**src/rtl/board_io_pkg.sv**
```systemverilog
// Shared encodings for the switch/LED/button board front end.
// State and display-select values are visible to the harness via ports.
package board_io_pkg;

  typedef enum logic [1:0] {
    S_OP    = 2'd0,
    S_A     = 2'd1,
    S_B     = 2'd2,
    S_READY = 2'd3
  } state_t;

  typedef enum logic [1:0] {
    SEL_SW = 2'd0,
    SEL_OP = 2'd1,
    SEL_A  = 2'd2,
    SEL_B  = 2'd3
  } sel_t;

  localparam int BTN_CAP  = 0;
  localparam int BTN_CLR  = 1;
  localparam int BTN_DISP = 2;

endpackage

```
**src/rtl/btn_debounce.sv**
```systemverilog
// One push button: 2-FF synchronizer, stability counter, debounced level
// and a single-cycle press pulse on each accepted rising level.
module btn_debounce #(
  parameter int DEBOUNCE_CYCLES = 16
) (
  input  logic clk,
  input  logic reset,
  input  logic raw,
  output logic press
);

  localparam int CW = $clog2(DEBOUNCE_CYCLES + 1);

  logic          sync1;
  logic          sync2;
  logic          level;
  logic          level_d;
  logic [CW-1:0] cnt;

  // Any cycle where synced and level agree restarts the count, so bounce
  // never accumulates toward a level change.
  always_ff @(posedge clk) begin
    if (reset) begin
      sync1   <= 1'b0;
      sync2   <= 1'b0;
      level   <= 1'b0;
      level_d <= 1'b0;
      cnt     <= '0;
    end else begin
      sync1   <= raw;
      sync2   <= sync1;
      level_d <= level;
      if (sync2 == level) begin
        cnt <= '0;
      end else if (cnt == CW'(DEBOUNCE_CYCLES - 1)) begin
        level <= sync2;
        cnt   <= '0;
      end else begin
        cnt <= cnt + CW'(1);
      end
    end
  end

  assign press = level & ~level_d;

endmodule

```
**src/rtl/operand_loader.sv**
```systemverilog
// Board input front end: debounced buttons step a capture FSM that latches
// op/opa/opb from the switches and strobes go; leds echo a selected field.
module operand_loader
  import board_io_pkg::*;
#(
  parameter int DEBOUNCE_CYCLES = 16
) (
  input  logic       clk,
  input  logic       reset,
  input  logic [3:0] sw,
  input  logic [3:0] btn,
  output logic [3:0] op,
  output logic [3:0] opa,
  output logic [3:0] opb,
  output logic       go,
  output logic [1:0] state,
  output logic [3:0] led
);

  // go acts as a valid with no ready: op/opa/opb are valid in any cycle
  // go is high, and the consumer must accept it in that same cycle.

  logic [3:0] press;
  logic       unused_press3;

  for (genvar i = 0; i < 4; i++) begin : g_btn
    btn_debounce #(.DEBOUNCE_CYCLES(DEBOUNCE_CYCLES)) u_db (
      .clk   (clk),
      .reset (reset),
      .raw   (btn[i]),
      .press (press[i])
    );
  end

  assign unused_press3 = press[3];

  state_t     state_q, state_d;
  sel_t       sel_q;
  logic [3:0] op_d, opa_d, opb_d;
  logic       go_d;
  logic       cap, clr;

  assign cap = press[BTN_CAP];
  assign clr = press[BTN_CLR];

  // Clear outranks a capture arriving in the same cycle.
  always_comb begin
    state_d = state_q;
    op_d    = op;
    opa_d   = opa;
    opb_d   = opb;
    go_d    = 1'b0;
    if (clr) begin
      state_d = S_OP;
      op_d    = '0;
      opa_d   = '0;
      opb_d   = '0;
    end else if (cap) begin
      case (state_q)
        S_OP: begin
          op_d    = sw;
          state_d = S_A;
        end
        S_A: begin
          opa_d   = sw;
          state_d = S_B;
        end
        S_B: begin
          opb_d   = sw;
          state_d = S_READY;
          go_d    = 1'b1;
        end
        default: begin
          go_d = 1'b1;
        end
      endcase
    end
  end

  always_ff @(posedge clk) begin
    if (reset) begin
      state_q <= S_OP;
      op      <= '0;
      opa     <= '0;
      opb     <= '0;
      go      <= 1'b0;
      sel_q   <= SEL_SW;
      led     <= '0;
    end else begin
      state_q <= state_d;
      op      <= op_d;
      opa     <= opa_d;
      opb     <= opb_d;
      go      <= go_d;
      if (press[BTN_DISP]) sel_q <= sel_t'(sel_q + 2'd1);
      case (sel_q)
        SEL_SW:  led <= sw;
        SEL_OP:  led <= op;
        SEL_A:   led <= opa;
        default: led <= opb;
      endcase
    end
  end

  assign state = state_q;

endmodule

```
**config.mk**
```make
export PLATFORM = sky130hd
export DESIGN_NAME = operand_loader
export DESIGN_NICKNAME = d
export VERILOG_FILES = /design/src/rtl/board_io_pkg.sv /design/src/rtl/btn_debounce.sv /design/src/rtl/operand_loader.sv
export SDC_FILE = /design/constraint.sdc
export NUM_CORES = 1
export LEC_CHECK = 0
export BUFFER_PORTS_ARGS = -buffer_cell sky130_fd_sc_hd__buf_2
export CAP_MARGIN = 20
export CORE_ASPECT_RATIO = 0.9
export CORE_UTILIZATION = 47
export CTS_BUF_LIST = sky130_fd_sc_hd__clkbuf_8
export DETAILED_ROUTE_END_ITERATION = 6
export PLACE_DENSITY = 0.74
export SYNTH_ARGS = -nofsm -noshare
export SYNTH_HDL_FRONTEND = slang
export SYNTH_SLANG_ARGS = --single-unit
```
**constraint.sdc**
```tcl
create_clock -name clk -period 1.97 [get_ports clk]
set_clock_uncertainty 0.1 [all_clocks]
set_input_delay 0.2955 -clock clk [delete_from_list [all_inputs] [get_ports clk]]
set_output_delay 0.2955 -clock clk [all_outputs]
set_load 0.03 [all_outputs]
```
# Word-level counts from Yosys, hierarchy flattened
# Index checks and enable logic that the tools add are counted.
[classes]
n_mux = 3
n_reduce_logical = 16
n_addsub = 4
bitwise_logic = 10
eq_ne = 10
[ops]
columns = ["cell", "count"]
rows = [
  ["adder 5 x 1 -> 5 bit (second input constant)", 3],
  ["== test 5 x 4 -> 1 bit (second input constant)", 3],
  ["AND reduction 2 bit", 7],
  ["one-hot mux 4 bit (3 select lines)", 1],
  ["OR reduction 3 bit", 4],
  ["inverter 1 bit", 7],
  ["one-hot mux 2 bit (3 select lines)", 1],
  ["== test 2 x 1 -> 1 bit (second input constant)", 2],
  ["== test 2 bit (second input constant)", 2],
  ["zero test 2 bit", 2],
  ["OR reduction 2 bit", 2],
  ["AND 1 bit", 3],
  ["== test 1 bit", 3],
  ["nonzero test 3 bit", 1],
  ["adder 2 x 1 -> 2 bit (second input constant)", 1],
  ["2-to-1 mux 1 bit", 1],
]
[word_totals]
reg_bits = 48
elab_cells = 65
input_bits = 10

# Logic depth before layout (Yosys ltp)
[logic_depth]
ltp_word = 4
depth_mapped = 5
mapped_depth_nobuf = 5

# By module
# Synthesis repeated with hierarchy kept, for this count alone.
[unflattened]
hier_cells = 194
hier_area_um2 = 1931.9
[by_module_without_submodules]
columns = ["mod", "n_inst", "area_each_um2", "cells_per_inst"]
rows = [
  ["operand_loader", 1, 974.7, 104],
  ["btn_debounce", 3, 319.1, 30],
]

# Worst setup path after synthesis
# OpenSTA, ideal clock, no wires.
[synth_path]
kind = "register to register"
from = "register g_btn[2].u_db.cnt[0]"
to = "register g_btn[2].u_db.cnt[2]"
path_buffers = 0
required_ns = 1.806
arrival_time_ns = 1.390
setup_slack_ns = 0.416
path_stages_with_launch = 6
setup_ns = 0.064
synth_period_minus_slack_ns = 1.554
cell_sequence = "dfxtp_1 ha_1 and3_1 ha_1 or3_4 nor2_1"
[synth_between]
elab_chain_cells = 2
word_cells_on_any_way = 3
[synth_lines]
columns = ["item", "line", "source"]
rows = [
  ["start, declared", "btn_debounce.sv:18", "logic [CW-1:0] cnt;"],
  ["start signal, assigned", "btn_debounce.sv:39", "cnt <= cnt + CW'(1);"],
  ["parallel branches: the longest is 2 deep, another holds adder 5 x 1 -> 5 bit", "-", ""],
]
# Several ways; the timed one is not identified.
# A chain may end at the register's enable or synchronous reset.

# Worst setup path after layout
[layout_path]
from = "register g_btn[0].u_db.cnt[0]"
to = "register g_btn[0].u_db.cnt[3]"
[layout_between]
elab_chain_cells = 2
word_cells_on_any_way = 3
[layout_lines]
columns = ["item", "line"]
rows = [
  ["start, declared", "btn_debounce.sv:18"],
  ["start signal, assigned", "btn_debounce.sv:39"],
  ["parallel branches: the longest is 2 deep, another holds adder 5 x 1 -> 5 bit", "-"],
]
# Several ways; the timed one is not identified.

==> impl_metrics.tcl <==
set metrics [dict create \
    outcome "finished clean" \
    synth.avg_cell_area_um2 10.3 \
    rsz0062_at_grt "false" \
    p_total_mw 1.63 \
    grt_remaining_overflow 0 \
    worstPathMaxFanout 5 \
    cell_internal_pwr_mw 1.28 \
    tightest_slew_ns 0.499 \
    routed_wl_um 3100 \
    cts_setup_buffers 0 \
    max_slew_margin_pct 66.7 \
    critPathRequiredTime_ns 2.11 \
    drive_above_1_share_pct 18.7 \
    clock-sinks 48 \
    yosys.area.top_type "dfxtp_1" \
    min-delay-start "btn[0]" \
    ctsLongestPathBuffers 2 \
    fin_setup_tns_ns 0 \
    fmax_mhz 608 \
    first_iter_violations 46 \
    vias_per_cell 4.98 \
    antenna_cells 0 \
    antenna_left 0 \
    coreArea_mm2 0.00378 \
    hold_violations 0 \
    path_class "register to register" \
    hold_buffers 0 \
    clock_power_share_pct 36.0 \
    routedWlPerCell_um 11.9 \
    dpl.hpwl_um 2270 \
    arrival_ns 1.78 \
    via_count 1295 \
    seqPwrFrac_pct 60.4 \
    die_area_mm2 0.00429 \
    route.detailed.drc 0 \
    yosysTopAreaCellShare_pct 50.8 \
    seq_area_frac_synth_pct 50.8 \
    port_buffers 27 \
    powerDensity_mw_per_mm2 755 \
    rr_startpoint "g_btn[0].u_db.cnt[0]$_SDFF_PP0_" \
    slew_viol_final 0 \
    final_area_mm2 0.00216 \
    clk_pin_slew_ns 0.08 \
    synthToLayoutAreaGrowth_pct 14.1 \
    ys_warn_count 0 \
    synth_area_mm2 0.00189 \
    setup.worst_path.start_class "register" \
    synthCells 183 \
    gp_congestion 0.940 \
    rows 21 \
    yosysUniqueCellTypes 23 \
    synth.top_cells.by_area "dfxtp_1 (51%), ha_1 (9.9%), mux2i_1 (9.0%)" \
    swShare_pct 21.3 \
    crit_top_cell "ha_1" \
    fin_hold_ws_ns 0.0986 \
    endpoint_kind "register" \
    clockRootBuffer "clkbuf_8" \
    grt_antenna_before_repair 0 \
    drv_cap 0 \
    synth_common_cells "dfxtp_1 (48), nor2_1 (34), mux2i_1 (17), ha_1 (15), inv_1 (15)" \
    synthFlopType "dfxtp_1" \
    peakVddDrop_mv 0.519 \
    crit_slowest_cell "or3_4" \
    die_w_um 68.9 \
    ys_ff_latch 48 \
    htree_levels 2 \
    grt_pass1_vias 1284 \
    async_reset_ff_share_pct 0 \
    yosysMostFrequentCell "dfxtp_1" \
    grt_util_all_layers_pct 17.7 \
    cts_buffers 5 \
    placed_area_mm2 0.00207 \
    firstDrtPassIters 5 \
    fin_nets 238 \
    ioPinCount 29 \
    grt_max_degree 17 \
    fin_crit_sh_pct 83.5 \
    cts_resized 0 \
    grt_pass1_wl_um 5470 \
    synth_edf_count 0 \
    crit_chain "ha_1, and3_1, ha_1, or3_4, nor2_1" \
    setup_viol 0 \
    startpoint "g_btn[0].u_db.cnt[0]$_SDFF_PP0_" \
    netSwitchingPower_uw 347 \
    num-fill-cells 368 \
    syn_nets 208 \
    p_comb_share_pct 3.6 \
    p_leak_nw 0.984 \
    fin_crit_ns 1.64 \
    slowest_delay_ns 0.42 \
    floorplan.initialDensity_pct 50.0 \
    clk_latency_ns 0.30 \
    cts_tree "yes" \
    min_path_type "input pin to register" \
    die_h_um 62.2 \
]
[metrics by stage]
stage | util, % | cells | worst slack (ns)
after floorplan | - | 183 | 0.416
after global placement | 54.7 | 252 | 0.355
after detailed placement | 54.7 | 252 | 0.323
after CTS | 57.1 | 260 | 0.313
after global routing | 57.1 | 260 | 0.249
final | 57.1 | 260 | 0.325
[worst max-delay path, delay by kind of cell (launching register included)]
kind	cells	cell delay [ns]
flip-flops	1	0.33
AND/OR/NAND/NOR	3	0.73
adder cells (fa/ha/maj)	2	0.42
[cells by family after synthesis]
group	after synthesis	synth area share [%]
compound gates	14	5.29
xor+xnor	10	4.63
mux	17	8.99
flops	48	50.8
fa+ha+maj	15	9.91
buf+inv	20	4.30
simple gates	59	16.1
[power by group through the flow]
stage	Sequential, mW	Combinational [mW]	Clock, mW
global route	0.987	0.0648	0.656
detailed placement	1.01	0.0587	0
global placement	1.01	0.0588	0
finish	0.985	0.0587	0.586
CTS	0.986	0.0591	0.613
floorplan	1.02	0.0272	0
[sequential cells by signal, summed over array words and instances, names as in the netlist]
register,cells
opa,4
op,4
g_btn.u_db.level_d,3
led,4
opb,4
state,2
sel_q,2
g_btn.u_db.sync1,3
go,1
g_btn.u_db.sync2,3
g_btn.u_db.level,3
g_btn.u_db.cnt,15
[final cells by class]
type | instances | area [µm²] | area share (%)
Tap cell | 46 | 57.6 | 2.66
Timing Repair Buffer | 28 | 143 | 6.60
Inverter | 15 | 56.3 | 2.61
Clock inverter | 2 | 10.0 | 0.463
Multi-Input combinational cell | 115 | 851 | 39.4
Sequential cell | 48 | 961 | 44.5
Clock buffer | 6 | 82.6 | 3.82
[worst paths after layout]
| path | to | slack [ns] | depth (start not counted) |
|---|---|---|---|
| setup reg to reg | g_btn[0].u_db.cnt[3]$_SDFF_PP0_ | 0.33 | 5 |
| hold reg to reg | g_btn[1].u_db.sync2$_SDFF_PP0_ | 0.34 | 1 |
| hold / removal | g_btn[0].u_db.sync1$_SDFF_PP0_ | 0.1 | 2 |
| setup / recovery | g_btn[0].u_db.cnt[3]$_SDFF_PP0_ | 0.33 | 5 |
[cells in the final DEF, fill, tap and decap left out, drive strengths merged]
cell type   n
xnor2       7
nand2b      1
and3        3
a21oi       4
or3         3
a22oi       4
a221oi      4
nor2b      10
clkinv      2
nand3b      3
xor2        3
mux2i      17
nor3b       1
a21o        1
buf        28
clkbuf      6
nor4        1
a211oi      1
ha         15
nand3       3
nor2       34
dfxtp      48
inv        15
[layer usage]
metal | part of all wire, % | routed length, µm | vias to the layer above | GRT usage [%]
li1 | - | - | 661 | -
met2 | 46 | 1440 | 24 | 26.6
met3 | 5.2 | 160 | 4 | 8.09
met1 | 47 | 1470 | 606 | 20.7
met4 | 1.1 | 33 | 0 | 8.93
met5 | 0 | 0 | - | 0
Power figures use the tool's default switching activity.
